$ cat config.mk
export PLATFORM = sky130hd
export DESIGN_NAME = lpc_synth_filter
export DESIGN_NICKNAME = d
export VERILOG_FILES = /design/src/rtl/lpc_synth_filter.sv
export SDC_FILE = /design/constraint.sdc
export NUM_CORES = 2
export LEC_CHECK = 0
export BUFFER_PORTS_ARGS = -buffer_cell sky130_fd_sc_hd__buf_2
export CAP_MARGIN = 25
export CORE_ASPECT_RATIO = 1.75
export CORE_UTILIZATION = 45
export CTS_BUF_LIST = sky130_fd_sc_hd__clkbuf_2
export CTS_CLUSTER_DIAMETER = 150
export DETAILED_ROUTE_END_ITERATION = 10
export REMOVE_ABC_BUFFERS = 1
export SLEW_MARGIN = 20
export SYNTH_ARGS = -nofsm -noshare
export SYNTH_HDL_FRONTEND = slang
export SYNTH_SLANG_ARGS = --single-unit
$ cat constraint.sdc
create_clock -name clk -period 17.87 [get_ports clk]
set_input_delay 0.8935 -clock clk [delete_from_list [all_inputs] [get_ports clk]]
set_output_delay 0.8935 -clock clk [all_outputs]
set_load 0.02 [all_outputs]
$ cat src/rtl/lpc_synth_filter.sv
// All-pole LPC synthesis filter 1/A(z): y[n] = sat(round(e[n] - sum a[k]*y[n-k])).
// Latency: sample accepted at cycle t gives y_valid at t+ORDER+2; one sample per ORDER+3 cycles.
// Backpressure: e_ready only in S_IDLE (no skid buffer); y_data held in S_OUT until y_ready.
//
// Ports:
//   clk, reset                          clock, synchronous active-high reset
//   coef_wr_en/addr/data                coefficient write port, a[k] for k in 1..ORDER
//   hist_clr                            zero the output history (idle only)
//   e_valid/e_ready/e_data              excitation input handshake
//   y_valid/y_ready/y_data              synthesized output handshake
//   busy                                high while a sample is in flight
module lpc_synth_filter #(
    parameter int ORDER     = 10,
    parameter int DATA_W    = 16,
    parameter int COEF_W    = 16,
    parameter int COEF_FRAC = 12,
    parameter int ACC_W     = 40
) (
    input  logic                     clk,
    input  logic                     reset,
    input  logic                     coef_wr_en,
    input  logic [3:0]               coef_wr_addr,
    input  logic signed [COEF_W-1:0] coef_wr_data,
    input  logic                     hist_clr,
    input  logic                     e_valid,
    output logic                     e_ready,
    input  logic signed [DATA_W-1:0] e_data,
    output logic                     y_valid,
    input  logic                     y_ready,
    output logic signed [DATA_W-1:0] y_data,
    output logic                     busy
);

    localparam int KW = $clog2(ORDER + 1);
    localparam int PW = COEF_W + DATA_W;

    localparam logic signed [ACC_W-1:0] HALF  = ACC_W'(1) <<< (COEF_FRAC - 1);
    localparam logic signed [ACC_W-1:0] Y_MAX = ACC_W'((2 ** (DATA_W - 1)) - 1);
    localparam logic signed [ACC_W-1:0] Y_MIN = -ACC_W'(2 ** (DATA_W - 1));

    typedef enum logic [1:0] {
        S_IDLE,
        S_MAC,
        S_ROUND,
        S_OUT
    } state_t;

    state_t                    state_q, state_d;
    logic signed [COEF_W-1:0]  coef_q [1:ORDER];
    logic signed [COEF_W-1:0]  coef_d [1:ORDER];
    logic signed [DATA_W-1:0]  hist_q [1:ORDER];
    logic signed [DATA_W-1:0]  hist_d [1:ORDER];
    logic signed [ACC_W-1:0]   acc_q, acc_d;
    logic [KW-1:0]             k_q, k_d;
    logic signed [DATA_W-1:0]  y_q, y_d;

    // Shared multiplier operands, selected by the tap counter.
    logic signed [COEF_W-1:0]  mul_coef;
    logic signed [DATA_W-1:0]  mul_hist;
    logic signed [PW-1:0]      prod;
    logic signed [ACC_W-1:0]   rnd;
    logic signed [ACC_W-1:0]   shr;
    logic signed [DATA_W-1:0]  y_sat;

    always_comb begin
        mul_coef = '0;
        mul_hist = '0;
        for (int i = 1; i <= ORDER; i++) begin
            if (k_q == KW'(i)) begin
                mul_coef = coef_q[i];
                mul_hist = hist_q[i];
            end
        end
    end

    // Full-precision product; sign extension happens in the casts.
    assign prod = PW'(mul_coef) * PW'(mul_hist);

    // Round half up, then arithmetic shift back to sample scale.
    assign rnd = acc_q + HALF;
    assign shr = rnd >>> COEF_FRAC;

    always_comb begin
        if (shr > Y_MAX) begin
            y_sat = Y_MAX[DATA_W-1:0];
        end else if (shr < Y_MIN) begin
            y_sat = Y_MIN[DATA_W-1:0];
        end else begin
            y_sat = shr[DATA_W-1:0];
        end
    end

    always_comb begin
        state_d = state_q;
        coef_d  = coef_q;
        hist_d  = hist_q;
        acc_d   = acc_q;
        k_d     = k_q;
        y_d     = y_q;

        unique case (state_q)
            S_IDLE: begin
                // Write and clear land in the registers before the first MAC cycle
                // reads them, so a sample accepted this same cycle sees both.
                if (coef_wr_en) begin
                    for (int i = 1; i <= ORDER; i++) begin
                        if (coef_wr_addr == 4'(i)) begin
                            coef_d[i] = coef_wr_data;
                        end
                    end
                end
                if (hist_clr) begin
                    for (int i = 1; i <= ORDER; i++) begin
                        hist_d[i] = '0;
                    end
                end
                if (e_valid) begin
                    acc_d   = ACC_W'(e_data) <<< COEF_FRAC;
                    k_d     = KW'(1);
                    state_d = S_MAC;
                end
            end
            S_MAC: begin
                acc_d = acc_q - ACC_W'(prod);
                k_d   = k_q + KW'(1);
                if (k_q == KW'(ORDER)) begin
                    state_d = S_ROUND;
                end
            end
            S_ROUND: begin
                y_d       = y_sat;
                hist_d[1] = y_sat;
                for (int i = 2; i <= ORDER; i++) begin
                    hist_d[i] = hist_q[i-1];
                end
                state_d = S_OUT;
            end
            S_OUT: begin
                if (y_ready) begin
                    state_d = S_IDLE;
                end
            end
            default: state_d = S_IDLE;
        endcase
    end

    always_ff @(posedge clk) begin
        if (reset) begin
            state_q <= S_IDLE;
            acc_q   <= '0;
            k_q     <= '0;
            y_q     <= '0;
            for (int i = 1; i <= ORDER; i++) begin
                coef_q[i] <= '0;
                hist_q[i] <= '0;
            end
        end else begin
            state_q <= state_d;
            acc_q   <= acc_d;
            k_q     <= k_d;
            y_q     <= y_d;
            for (int i = 1; i <= ORDER; i++) begin
                coef_q[i] <= coef_d[i];
                hist_q[i] <= hist_d[i];
            end
        end
    end

    assign e_ready = (state_q == S_IDLE);
    assign y_valid = (state_q == S_OUT);
    assign busy    = (state_q != S_IDLE);
    assign y_data  = y_q;

endmodule

==> impl_metrics.yaml <==
floorplanning:
  core_um2: 64480
  rows: 123
  die-height_um: 340.5
  start_util_pct: 45.70
  die_area_um2: 66560
  die_w_um: 195.5
  io-pin-count: 61
timing:
  rsz0062_at_grt: "false"
  post-route-period-util_pct: 55.26
  fmax_ghz: 0.1013
  finalHoldViolations: 0
  fin_skew_ns: 0.1254
  setup_viol: 0
  tightest_slew_ns: 1.086
  min_period_ns: 9.874
  setup_slack_ns: 7.996
  maxSlewViolCount: 0
  relSlewSlack_pct: 27.10
  setup_tns_ns: 0
cts:
  cts_setup_buffers: 0
  clk_pin_slew_ns: 0.12
  cts-root-buf: "clkbuf_2"
  h-tree-depth: 3
  clk_path_buf_depth: 3
  cts_buffers: 93
  cts.sinks: 382
  cts_tree: "built"
  worstSkewPairLatency_ns: 1.19
layout:
  layout_commonest_cell: "nand2_1"
  drive_gt1_share_pct: 9.025
  fill_cells: 6386
  layout_common_cells: "nand2_1, inv_1, nor2_1"
  syn_to_final_growth_pct: 6.942
  final_nets: 4000
logic_synthesis:
  synth_seq_area_share_pct: 25.95
  synth_top_area_share_pct: 25.95
  ys_warn_count: 0
  ys_seq_elements: 382
  synthesis.area_um2: 29470
  async_reset_ff_share_pct: 0
  synth_area_leader_cell: "dfxtp_1"
  synth.distinct_cells: 84
  avgSynthCellArea_um2: 8.440
  dominantRegCellSynth: "dfxtp_1"
  syn_inst: 3492
  synth_edf_count: 0
  yosys-top-cells-area: "dfxtp_1, fa_1, nand2_1"
worst_setup_path:
  path_class: "reg -> reg"
  endpoint: "acc_q[39]"
  critPathRequiredTime_ns: 18.86
  reg2regPathDepth: 29
  slowest_stage: "fa_1"
  setup.worst_path.start_class: "flip-flop"
  crit_top_cell: "fa_1"
  ff2ff_setup_slack_ns: 8.00
  cp.arrival_ns: 10.86
  path_max_fanout: 17
  r2r_end: "acc_q[39]"
  crit_start: "k_q[0]"
  worstSetupEndpointType: "flip-flop"
  slowest_delay_ns: 0.92
  r2r-start: "k_q[0]"
placement:
  io_buffers: 60
  dp_hpwl_um: 65560
  place.gp.congestion: 0.9134
  pre_cts_ws_ns: 8.117
routing:
  vias: 24320
  drt-total-wl_um: 86970
  drc_errors: 0
  drtIter0Drc: 1567
  vias_per_cell: 5.548
  firstDrtPassIters: 5
  route.antenna.remaining_nets: 0
  wire_per_inst_um: 19.84
grt:
  busiest_layer: "met2"
  antenna_found_initial: 3
  grt_pass1_vias: 25150
  grt_max_degree: 167
  track_usage_pct: 26.99
  grt_pass1_wl_um: 139900
  use_met1_pct: 30.41
  use_met3_pct: 3.232
  met2_usage_pct: 49.06
  overflow: 0
worst_hold_path:
  holdCritPathClass: "in -> reg"
  hold_depth: 3
power_and_ir_drop:
  finalPower_w: 0.003395
  p_leak_nw: 12.44
  p_per_area_nw_per_um2: 107.7
  vdd_drop_max_v: 0.0001995
status:
  status: "completed"
job:
  drv_cap: 0
## layer usage
layer	wire, um	up-vias
met5	13	-
met2	45510	691
met3	3670	230
met1	32850	11880
li1	-	11520
met4	4932	2
## sequential cells by signal (all words and copies together) (netlist names)
signal	count
coef_q	160
acc_q	40
k_q	4
y_data	16
state_q	2
hist_q	160
## through the flow
| step | utilization [%] | hold slack (ns) | cell area (um2) | std cells |
|---|---|---|---|---|
| 3_5_place_dp | 47.12 | 0.4462 | 30380 | 4194 |
| 2_1_floorplan | - | 0.4300 | 28570 | 3272 |
| 3_3_place_gp | 47.08 | 0.4407 | 30360 | 4192 |
| 6_report | 48.88 | 0.1164 | 31520 | 4383 |
| 4_1_cts | 48.76 | 0.002523 | 31440 | 4377 |
| 5_1_grt | 48.88 | 0.02543 | 31520 | 4383 |
## cell families (layout without fill, tap and decap cells)
group	after synthesis	in the layout	share of synthesized area, %
adder cells (fa/ha/maj)	457	457	28.17
multiplexers	37	37	1.265
XOR/XNOR	69	69	2.051
AND/OR/NAND/NOR	1074	1074	15.27
other	0	3	0
buffers and inverters	679	755	8.903
AO/OA/AOI/OAI	794	794	18.40
flip-flops	382	382	25.95
## how the worst min path moves through the flow
| stage | start | endpoint | slack [ns] |
|---|---|---|---|
| 2_1_floorplan | coef_q[113] | coef_q[113] | 0.43 |
| 3_3_place_gp | coef_q[91] | coef_q[91] | 0.44 |
| 3_5_place_dp | coef_q[119] | coef_q[119] | 0.45 |
| 4_1_cts | coef_wr_data[4] | coef_q[36] | 0.003 |
| 5_1_grt | coef_wr_data[4] | coef_q[68] | 0.03 |
| 6_report | coef_wr_data[12] | coef_q[92] | 0.12 |
## cell usage after synthesis, types with 35 or more instances
cell	count
nor2_1	395
fa_1	344
xnor2_1	56
o211ai_1	81
a22oi_1	217
a221oi_1	36
mux2i_1	35
dfxtp_1	382
inv_1	458
a21oi_1	242
buf_2	37
clkbuf_1	170
nand2_1	506
ha_1	113
## final cells by class
type / instances / area [um2] / share of cell area [%]
flip-flops and latches: 382 / 7647 / 24.26
well taps: 812 / 1016 / 3.224
clock buffers: 128 / 640.6 / 2.033
inverters: 459 / 1725 / 5.475
repair buffers: 134 / 978.4 / 3.105
clock inverters: 34 / 210.2 / 0.6670
diodes: 3 / 7.507 / 0.02382
multi-input cells: 2431 / 19290 / 61.21
## critical path, delay by kind of cell, from the launching register on
kind / cells / cell delay (ns)
adder cells (fa/ha/maj): 8 / 4.59
AO/OA/AOI/OAI: 11 / 2.66
AND/OR/NAND/NOR: 4 / 1.18
flip-flops: 1 / 0.37
XOR/XNOR: 1 / 0.16
buffers and inverters: 5 / 0.71
## report_power, final
group          switching [W]  leakage [nW]  internal, W
clock network       0.000377         0.628     0.000226
registers          0.0000792          3.08     0.000913
logic                0.00111          8.73     0.000687
total                0.00157          12.4      0.00183
## what timing repair did
action | CTS | global route
hold buffers | 21 | 0
gates resized for setup | 0 | 0
endpoints found under the hold margin | 35 | 0
(Power assumes the default switching activity.)
